==> config.mk <==
export PLATFORM = sky130hd
export DESIGN_NAME = mem_wb_latch
export DESIGN_NICKNAME = d
export VERILOG_FILES = /design/src/rtl/mem_wb_latch_pkg.sv /design/src/rtl/mem_wb_latch_dff_en.sv /design/src/rtl/mem_wb_latch.sv
export SDC_FILE = /design/constraint.sdc
export NUM_CORES = 1
export LEC_CHECK = 0
export ABC_AREA = 0
export BUFFER_PORTS_ARGS = -buffer_cell sky130_fd_sc_hd__buf_2
export CORE_MARGIN = 2
export CORE_UTILIZATION = 54
export DETAILED_ROUTE_END_ITERATION = 7
export PLACE_DENSITY = 0.95
export SETUP_SLACK_MARGIN = 0.1
export SYNTH_ARGS = -nofsm -noshare
export SYNTH_HDL_FRONTEND = slang
export SYNTH_HIERARCHICAL = 1
export SYNTH_SLANG_ARGS = --single-unit
==> constraint.sdc <==
create_clock -name clk -period 4.6 [get_ports clk]
set_clock_uncertainty 0.15 [all_clocks]
set_input_delay 0.92 -clock clk [delete_from_list [all_inputs] [get_ports clk]]
set_output_delay 0.92 -clock clk [all_outputs]
set_load 0.03 [all_outputs]
==> src/rtl/mem_wb_latch_pkg.sv <==
// Shared definitions for the MEM/WB pipeline register: capture FSM encodings,
// default widths and the capture FSM next-state helper.
package mem_wb_latch_pkg;

   localparam int DATA_W_DEF = 16;
   localparam int REG_W_DEF  = 3;

   localparam logic [0:0] ST_IDLE = 1'b0;
   localparam logic [0:0] ST_CAPT = 1'b1;

   // A done pulse during a freeze is parked in CAPT until the slot advances.
   function automatic logic [0:0] capt_next(input logic [0:0] st,
                                            input logic       done,
                                            input logic       stall_ext,
                                            input logic       advance);
      logic [0:0] nxt;
      nxt = st;
      if (st == ST_IDLE && done && stall_ext)
         nxt = ST_CAPT;
      else if (st == ST_CAPT && advance)
         nxt = ST_IDLE;
      return nxt;
   endfunction

endpackage

==> src/rtl/mem_wb_latch_dff_en.sv <==
// Enabled register bank with asynchronous active-low clear.
module dff_en #(
   parameter int W = 1
) (
   input  logic         clk,
   input  logic         rst_n,
   input  logic         en,
   input  logic [W-1:0] d,
   output logic [W-1:0] q
);

   always_ff @(posedge clk or negedge rst_n) begin
      if (!rst_n)
         q <= '0;
      else if (en)
         q <= d;
   end

endmodule

==> src/rtl/mem_wb_latch.sv <==
// MEM/WB pipeline register: advances on memory completion, bubbles while the
// cache is pending, and parks a cache result that lands during a global freeze.
module mem_wb_latch
   import mem_wb_latch_pkg::*;
#(
   parameter int DATA_W = DATA_W_DEF,
   parameter int REG_W  = REG_W_DEF
) (
   input  logic              clk,
   input  logic              rst_n,
   input  logic              valid_in,
   input  logic              mem_read,
   input  logic              mem_write,
   input  logic              mem_to_reg,
   input  logic              reg_write,
   input  logic [REG_W-1:0]  wb_reg_in,
   input  logic [DATA_W-1:0] alu_result,
   input  logic [DATA_W-1:0] read_data,
   input  logic              done,
   input  logic              err_mem,
   input  logic              halt_in,
   input  logic              stall_ext,
   output logic              stall_out,
   output logic              mem_captured,
   output logic              wb_valid,
   output logic [DATA_W-1:0] wb_data,
   output logic [REG_W-1:0]  wb_reg,
   output logic              wb_reg_write,
   output logic              wb_halt,
   output logic              wb_err
);

   localparam int PAY_W = DATA_W + REG_W + 1;

   logic [0:0]        state_reg;
   logic [0:0]        state_next;
   logic              halted_reg;
   logic [DATA_W-1:0] buf_reg;
   logic              captured;
   logic              mem_op;
   logic              complete;
   logic              advance;
   logic              capture_en;
   logic              halt_en;
   logic [DATA_W-1:0] wb_data_next;
   logic [1:0]        ctl_next;
   logic [1:0]        ctl_reg;
   logic [PAY_W-1:0]  pay_next;
   logic [PAY_W-1:0]  pay_reg;

   assign captured   = (state_reg == ST_CAPT);
   assign mem_op     = valid_in & (mem_read | mem_write);
   assign complete   = ~mem_op | done | captured;
   assign advance    = complete & ~stall_ext & ~halted_reg;
   assign capture_en = ~captured & done & stall_ext;
   assign halt_en    = advance & valid_in & halt_in;
   assign state_next = capt_next(state_reg, done, stall_ext, advance);

   assign wb_data_next = mem_to_reg ? (captured ? buf_reg : read_data) : alu_result;

   // Valid/write-enable update whenever not frozen; they clear on any non-advance
   // cycle, which covers both the pending-cache bubble and the halted state.
   assign ctl_next = {advance & valid_in, advance & valid_in & reg_write};
   assign pay_next = {wb_data_next, wb_reg_in, valid_in & err_mem};

   dff_en #(.W(1)) u_state (
      .clk(clk), .rst_n(rst_n), .en(1'b1), .d(state_next), .q(state_reg)
   );

   dff_en #(.W(1)) u_halted (
      .clk(clk), .rst_n(rst_n), .en(halt_en), .d(1'b1), .q(halted_reg)
   );

   dff_en #(.W(DATA_W)) u_buf (
      .clk(clk), .rst_n(rst_n), .en(capture_en), .d(read_data), .q(buf_reg)
   );

   dff_en #(.W(2)) u_wb_ctl (
      .clk(clk), .rst_n(rst_n), .en(~stall_ext), .d(ctl_next), .q(ctl_reg)
   );

   dff_en #(.W(PAY_W)) u_wb_pay (
      .clk(clk), .rst_n(rst_n), .en(advance), .d(pay_next), .q(pay_reg)
   );

   assign stall_out    = ~advance;
   assign mem_captured = captured;
   assign wb_valid     = ctl_reg[1];
   assign wb_reg_write = ctl_reg[0];
   assign wb_data      = pay_reg[PAY_W-1 -: DATA_W];
   assign wb_reg       = pay_reg[REG_W:1];
   assign wb_err       = pay_reg[0];
   assign wb_halt      = halted_reg;

endmodule
==> results of run 1 <==
## metal layers
layer	up-vias	track usage (%)	part of all wire [%]
met5	-	0	0
met1	682	30.3	44
met3	7	6.47	7.6
met2	66	33.5	47
li1	679	-	-
met4	0	5.47	1.1
## synth_stat cells, drive strengths merged
cell type	instances	share of area (%)
dfrtp	40	48
mux2	40	28
nor2	18	3.4
a21oi	17	4.1
mux2i	16	7.7
buf	7	3.7
inv	3	0.54
a211oi	2	1.2
clkbuf	2	0.36
nand2	2	0.36
a311o	1	0.54
a311oi	1	0.42
and2	1	0.30
conb	1	0.18
o21ai	1	0.24
or2	1	0.42
or3b	1	0.54
## report_power, final
group	internal, uW	switching [uW]	leakage, uW	total (uW)
combinational	401	399	0.000755	800
clock	103	110	0.0000410	213
sequential	522	139	0.000467	661
## state kept, by name (all words and copies together), names as in the netlist
register    cells
u_buf/q        16
u_halted/q      1
u_wb_ctl/q      2
u_state/q       1
u_wb_pay/q     20
## kinds of logic after synthesis
| family | count (synthesis) |
|---|---|
| buf+inv | 12 |
| mux | 56 |
| flops | 40 |
| other cells | 1 |
| simple gates | 23 |
| compound gates | 22 |
## worst max-delay path, stage by stage, from the launching register on
cell and delay [ns]:
dfrtp_1 1.05, nor2_2 0.23, a311o_2 0.41, buf_2 0.17
## worst min-delay path by stage
stage / slack (ns) / cells after the start / start / endpoint
floorplan: 0.33 / 1 / u_buf/q[0] / u_buf/q[0]
global placement: 0.34 / 1 / u_buf/q[2] / u_buf/q[2]
detailed placement: 0.34 / 1 / u_wb_pay/q[2] / u_wb_pay/q[2]
CTS: 0.36 / 1 / u_wb_pay/q[12] / u_wb_pay/q[12]
global route: 0.38 / 1 / u_wb_ctl/q[0] / u_wb_ctl/q[0]
finish: 0.35 / 1 / u_wb_pay/q[12] / u_wb_pay/q[12]
## metrics by stage
| step | setup slack (ns) | area [sq um] | utilization (%) | instances |
|---|---|---|---|---|
| finish | 1.37 | 2500 | 68.4 | 272 |
| detailed placement | 1.57 | 2430 | 66.3 | 265 |
| CTS | 1.34 | 2500 | 68.4 | 272 |
| global route | 1.25 | 2500 | 68.4 | 272 |
| floorplan | 1.88 | 2070 | - | 155 |
| global placement | 1.61 | 2430 | 66.3 | 265 |
## layout make-up
cell class                 instances  area (sq um)
sequential                        40          1000
timing repair buffer              71           358
clock buffer                       6          72.6
fill                             287          1160
multi-input combinational        103           997
inverter                           3          11.3
clock inverter                     1          5.00
tap                               48          60.1
==> results.cfg, run 1 <==
[cts]
clk_path_buf_depth = 2
clock_latency_ns = 0.29
holdBufCountCts = 0
cts_made_buffers = 5
cts_tree = done
clk_pin_slew_ns = 0.07
htreeDepth = 2
cts_setup_buffers = 0
cts_resized = 0
clkSinkCount = 40
clockRootBuffer = clkbuf_8

[final_layout]
antenna_cells = 0
syn2layout_area_growth_pct = 21.0
drive_gt1_share_pct = 55.8
fin_nets = 270
final_common_cell = buf_2
mostFrequentLayoutCells = 70 x buf_2, 40 x dfrtp_1, 32 x mux2_4

[worst_setup_path]
rr_startpoint = u_state/q
rrSetupSlack_ns = 1.60
crit_path_start_kind = register
cp.arrival_ns = 2.16
endpoint = stall_out
worstRegToRegCells = 4
crit_fanout = 21
worstSetupEndpointType = output pin
worstPathRequired_ns = 3.53
critPathKind = reg2out
worstSetupStartpoint = u_state/q
timing.rr.end = u_wb_pay/q[9]

[synth]
synthXorXnorAreaFrac_pct = 0
syn_inst = 154
synthMuxAreaShare_pct = 35.3
synthAdderAreaFrac_pct = 0
ys_seq_area_share_pct = 48.3
yosysWarnings = 6
synth_seq_cells = 40
synth_area_sq_um = 2070
synth-simple-area-share_pct = 5.02
synth_top_family_by_area = multiplexers
avgSynthCellArea_sq_um = 13.4
ys_types = 22
synth_compound_area_share_pct = 6.53

[sta]
relSlewSlack_pct = 27.2
hold_violations = 0
timing.final.crit_share_pct = 70.2
setup_viol = 0
fmax_mhz = 310
fin_crit_ns = 3.23
rsz0062_at_grt = false
worst_hold_slack_ns = 0.354
tightest_slew_ns = 1.09
drv_slew = 0
tns_ns = 0

[global_route]
grt_pass1_vias = 1437
grt_max_degree = 41
grt_pass1_wl_mm = 7.02
gr-total-overflow = 0
grt_usage_pct = 21.8
antenna_found_initial = 0

[drt]
avgRoutedWirePerCell_microns = 15.8
vias = 1434
via_per_inst = 5.27
drt-total-wl_mm = 4.31
antenna_left = 0
drc = 0
drtIter0Drc = 60
first_pass_iters = 4

[power_and_ir_drop]
ir_worst_vdd_mv = 0.403
power_uw = 1670
pwr_density_cell_nw_per_um2 = 668
p_leak_uw = 0.00126

[outcome]
outcome = complete, no violations

[floorplanning]
io_pins = 71
start_util_pct = 56.6
rows = 22
die-width_microns = 65.9
die_h_microns = 65.9
die_area_sq_um = 4350
coreArea_sq_um = 3660

[flow_run]
max_cap_viol_count = 0

[placed_design]
numPortBuffers = 70
place_congestion = 0.701
hpwl_mm = 3.16

[hold_path]
hp-class = reg2reg
Note: power is estimated with default switching activity, not from simulation.
==> run 2, diff against run 1 <==
- ABC_AREA: 0 -> 1
- CORE_UTILIZATION: 54 -> 49
- PLACE_DENSITY: 0.95 -> 0.9
- clock period: 4.6 -> 3.2 ns (I/O delays scaled with it)
==> run 2 against run 1 <==
Compared with the run above: die area rose by 6.5%; critical path depth rose by 1; non-clock buffer count rose by 1; synthesized cell count rose by 71%; sequential power rose by 18%; hold slack got worse by 0.052 ns; largest cell class unchanged.
==> results.cfg, run 2 <==
[drt]
drtIter0Drc = 123
vias = 1819
antenna_left = 0
via_per_inst = 4.75
first_pass_iters = 4
drt-total-wl_mm = 4.47
avgRoutedWirePerCell_microns = 11.7
drc = 0

[final_layout]
fin_nets = 378
drive_gt1_share_pct = 27.0
reg.largest.list = u_wb_pay/q: 20 flops, u_buf/q: 16 flops, u_wb_ctl/q: 2 flops
regMostFlops = u_wb_pay/q
largest_reg_flops = 20
fill_cells = 352
layoutNonFillerInstCount = 383
antenna_cells = 0
mostFrequentLayoutCells = 150 x nand2_1, 70 x buf_2, 40 x dfrtp_1
final_common_cell = nand2_1
syn2layout_area_growth_pct = 20.5

[sta]
tns_ns = 0
fmax_mhz = 402
hold_violations = 0
setup_viol = 0
timing.final.crit_share_pct = 77.7
fin_crit_ns = 2.49
rsz0062_at_grt = false
relSlewSlack_pct = 43.5
tightest_slew_ns = 0.847
drv_slew = 0
setup_slack_ns = 0.713

[floorplanning]
die_h_microns = 68.0
die_area_sq_um = 4630
io_pins = 71
die-width_microns = 68.0
rows = 23
coreArea_sq_um = 3970
start_util_pct = 50.6

[outcome]
outcome = complete, no violations

[cts]
clk_pin_slew_ns = 0.08
cts_setup_buffers = 0
clockRootBuffer = clkbuf_8
holdBufCountCts = 0
clock_latency_ns = 0.29
clk_path_buf_depth = 2
cts_tree = done
clkSinkCount = 40
cts_made_buffers = 5
htreeDepth = 2
cts_resized = 0

[synth]
synth_seq_cells = 40
synth_common_cells = 150 x nand2_1, 40 x dfrtp_1, 20 x nor2_1
synthFlopType = dfrtp_1
ys_top_cells_by_area = dfrtp_1 50%, nand2_1 28%, a31oi_1 5.0%, nor2_1 3.7%, buf_6 3.4%
avgSynthCellArea_sq_um = 7.61
synth_most_common_cell = nand2_1
ys_seq_area_share_pct = 49.8
ys_types = 18
synthArstFlopShare_pct = 100
yosysWarnings = 6
synth_area_sq_um = 2010
yosysTopAreaCellShare_pct = 49.8
synth_edf_count = 0
yosys.area.top_type = dfrtp_1
syn_inst = 264

[worst_setup_path]
crit_fanout = 21
crit_path_start_kind = register
worstPathRequired_ns = 2.41
cp.arrival_ns = 1.70
worstSetupEndpointType = output pin
critPathKind = reg2out

[placed_design]
place_ws_ns = 1.04
hpwl_mm = 3.25
place_congestion = 0.801
place_inst = 375
numPortBuffers = 70

[power_and_ir_drop]
power_frac_seq_pct = 40.7
clockPowerShare_pct = 21.1
pwr_density_cell_nw_per_um2 = 791
p_leak_uw = 0.00142
intPower_uw = 1120
p_sw_uw = 797
power_frac_comb_pct = 38.2
swShare_pct = 41.6
ir_worst_vdd_mv = 0.346

[hold_path]
hp-class = in2async

[global_route]
grt_usage_pct = 21.1
grt_max_degree = 41
grt_pass1_vias = 1656
grt_pass1_wl_mm = 7.18
gr-total-overflow = 0
antenna_found_initial = 0

[flow_run]
max_cap_viol_count = 0
## run 2: power groups by stage
stage	sequential, uW	combinational, uW	clock (uW)
final	779	733	404
after global placement	782	716	0
after global routing	800	805	432
after CTS	781	739	408
after floorplan	1020	297	0
after detailed placement	789	736	0
## run 2: final timing paths
kind                          startpoint  cells past startpoint             end  slack (ns)
min                                rst_n                      1      u_buf/q[0]        0.30
max                            u_state/q                      4       stall_out        0.71
max in group asynchronous          rst_n                      1   u_wb_pay/q[8]        2.07
min in group clk           u_wb_pay/q[2]                      2   u_wb_pay/q[2]        0.32
max reg2reg                    u_state/q                      7  u_wb_pay/q[14]        1.07
min reg2reg                u_wb_pay/q[2]                      2   u_wb_pay/q[2]        0.32
## run 2: kinds of logic (layout without fill, tap and decap cells)
family          count (synthesis)  in the layout  synth area share (%)
compound gates                 17             17                  5.29
buf+inv                        28             95                  10.1
flops                          40             40                  49.8
other cells                     1              3                 0.187
simple gates                  178            178                  34.6
## run 2: cell type report
cell class                      count  area (sq um)  area share, %
Sequential cell                    40          1000           41.3
Multi-Input combinational cell    198           817           33.7
Clock inverter                      2          35.0           1.45
Timing Repair Buffer               72           365           15.1
Clock buffer                        6          72.6           3.00
Tap cell                           50          62.6           2.58
Inverter                           15          68.8           2.84
## run 2: stage by stage
step           hold slack, ns  instance area, sq um  power, uW  utilization (%)
6_report                0.303                  2420       1920             61.0
5_1_grt                 0.334                  2420       2040             61.0
2_1_floorplan           0.194                  2020       1320                -
4_1_cts                 0.325                  2420       1930             61.0
3_3_place_gp            0.303                  2310       1500             58.3
3_5_place_dp            0.306                  2310       1520             58.3
## run 2: critical path, stage by stage, from the launching register on
cell and delay [ns]:
dfrtp_1 0.87, nor2_1 0.13, nand3_2 0.12, nand2_1 0.08, buf_2 0.19
## run 2: metal layers
metal,up-vias,share of wire (%),GRT usage (%)
met5,-,0,0
met4,0,2.7,10.8
met3,11,5.9,4.11
met2,53,49,36.2
met1,816,42,24.9
li1,939,-,-
==> run 3, diff against run 2 <==
- ABC_AREA: 1 -> 0
- CORE_UTILIZATION: 49 -> 45
- PLACE_DENSITY: 0.9 -> 0.87
- clock period: 3.2 -> 2.1 ns (I/O delays scaled with it)
==> run 3 against run 2 <==
Compared with the run above: critical path type is now in2out; sequential share of layout area is 2.5 points lower; combinational power rose by 150%; clock-buffer cell count up 1; critical path depth unchanged; first-iteration DRC count shrank 68%; wire length decreased by 7.7%; register-to-register slack got worse by 0.61 ns; clock power grew 33%; die area grew 11%.
==> results.cfg, run 3 (same netlist as run 1, synthesis figures left out) <==
[power_and_ir_drop]
power_frac_comb_pct = 48.8
intPower_uw = 2340
p_sw_uw = 1410
pwr_density_cell_nw_per_um2 = 1450
power_frac_seq_pct = 36.8
ir_worst_vdd_mv = 0.765
clockPowerShare_pct = 14.4
p_leak_uw = 0.00129
swShare_pct = 37.7

[cts]
clock_latency_ns = 0.28
cts_made_buffers = 5
clk_pin_slew_ns = 0.08
clk_path_buf_depth = 2
htreeDepth = 2
clkSinkCount = 40
clockRootBuffer = clkbuf_8
cts_tree = done

[outcome]
outcome = complete, no violations

[floorplanning]
die_area_sq_um = 5160
die_h_microns = 71.8
coreArea_sq_um = 4380
die-width_microns = 71.8
io_pins = 71
start_util_pct = 47.2
rows = 24

[sta]
tightest_slew_ns = 0.560
fin_crit_ns = 1.92
timing.final.crit_share_pct = 91.3
relSlewSlack_pct = 62.6
hold_violations = 0
rsz0062_at_grt = false
drv_slew = 0
setup_slack_ns = 0.183
fmax_mhz = 522
tns_ns = 0
worst_hold_slack_ns = 0.213
setup_viol = 0

[worst_setup_path]
worstRegToRegCells = 4
critPathKind = in2out
crit_fanout = 5
rr_startpoint = u_state/q
worstPathRequired_ns = 1.53
timing.rr.end = u_wb_pay/q[5]
crit_path_start_kind = input port
cp.arrival_ns = 1.35
worstSetupEndpointType = output pin
rrSetupSlack_ns = 0.46

[drt]
first_pass_iters = 4
via_per_inst = 5.05
vias = 1413
drt-total-wl_mm = 4.12
avgRoutedWirePerCell_microns = 14.7
drtIter0Drc = 39
antenna_left = 0
drc = 0

[hold_path]
hp-start = wb_reg_in[1]
whs_path_depth = 2
hp-class = in2reg
hold_path_end = u_wb_pay/q[2]

[final_layout]
drive_gt1_share_pct = 57.0
fin_nets = 274
reg.largest.list = u_wb_pay/q: 20 flops, u_buf/q: 16 flops, u_wb_ctl/q: 2 flops
largest_reg_flops = 20
regMostFlops = u_wb_pay/q
final_common_cell = buf_2
antenna_cells = 0
mostFrequentLayoutCells = 70 x buf_2, 39 x dfrtp_1, 32 x mux2_4
syn2layout_area_growth_pct = 24.6

[global_route]
grt_pass1_wl_mm = 7.05
antenna_found_initial = 0
gr-total-overflow = 0
grt_max_degree = 33
grt_pass1_vias = 1516
grt_usage_pct = 17.3

[flow_run]
max_cap_viol_count = 0

[placed_design]
place_ws_ns = 0.121
numPortBuffers = 70
hpwl_mm = 2.98
place_congestion = 0.736
run 3: layer usage:
layer  global-route usage, %  up-vias  share of wire, %
met2                    28.5       44                48
met3                    4.64        2               5.6
met4                    2.52        0              0.34
li1                        -      690                 -
met5                       0        -                 0
met1                    23.5      677                46
run 3: power by group through the flow:
| stage | clock network, uW | registers [uW] | logic, uW |
|---|---|---|---|
| floorplan | 0 | 1770 | 1000 |
| global placement | 0 | 1370 | 1790 |
| detailed placement | 0 | 1390 | 1840 |
| CTS | 549 | 1390 | 1850 |
| global route | 592 | 1430 | 1940 |
| finish | 539 | 1380 | 1830 |
run 3: critical path, cell delays in order:
cell and delay (ns):
buf_2 0.10, or2_4 0.28, a311o_2 0.38, buf_2 0.18
run 3: cell type report:
class	count	area (sq um)
clock buffers	7	96.3
fillers	374	1800
inverters	3	11.3
multi-input cells	103	1000
flip-flops and latches	40	1000
well taps	52	65.1
repair buffers	75	403
run 3: what timing repair did:
item | 4_1_cts | 5_1_grt
hold endpoints to repair | 20 | 0
hold buffers | 1 | 0
gates cloned | 0 | 0
gates resized for setup | 1 | 1
setup endpoints to repair | 1 | 1
buffers inserted | 0 | 0
run 3: how the worst max path moves through the flow:
stage	from	to	cells past startpoint
CTS	u_state/q	stall_out	3
global placement	mem_write	u_wb_pay/q[7]	5
global route	u_state/q	stall_out	3
detailed placement	mem_write	u_wb_pay/q[17]	5
floorplan	u_state/q	u_wb_pay/q[0]	5
finish	mem_write	stall_out	4
run 3: stage by stage:
step,util [%],instance area (sq um),total power (uW),instances
floorplan,-,2080,2780,155
global placement,56.3,2470,3160,272
detailed placement,56.3,2470,3230,272
CTS,58.8,2580,3790,280
global route,58.8,2580,3970,280
finish,58.8,2580,3750,280
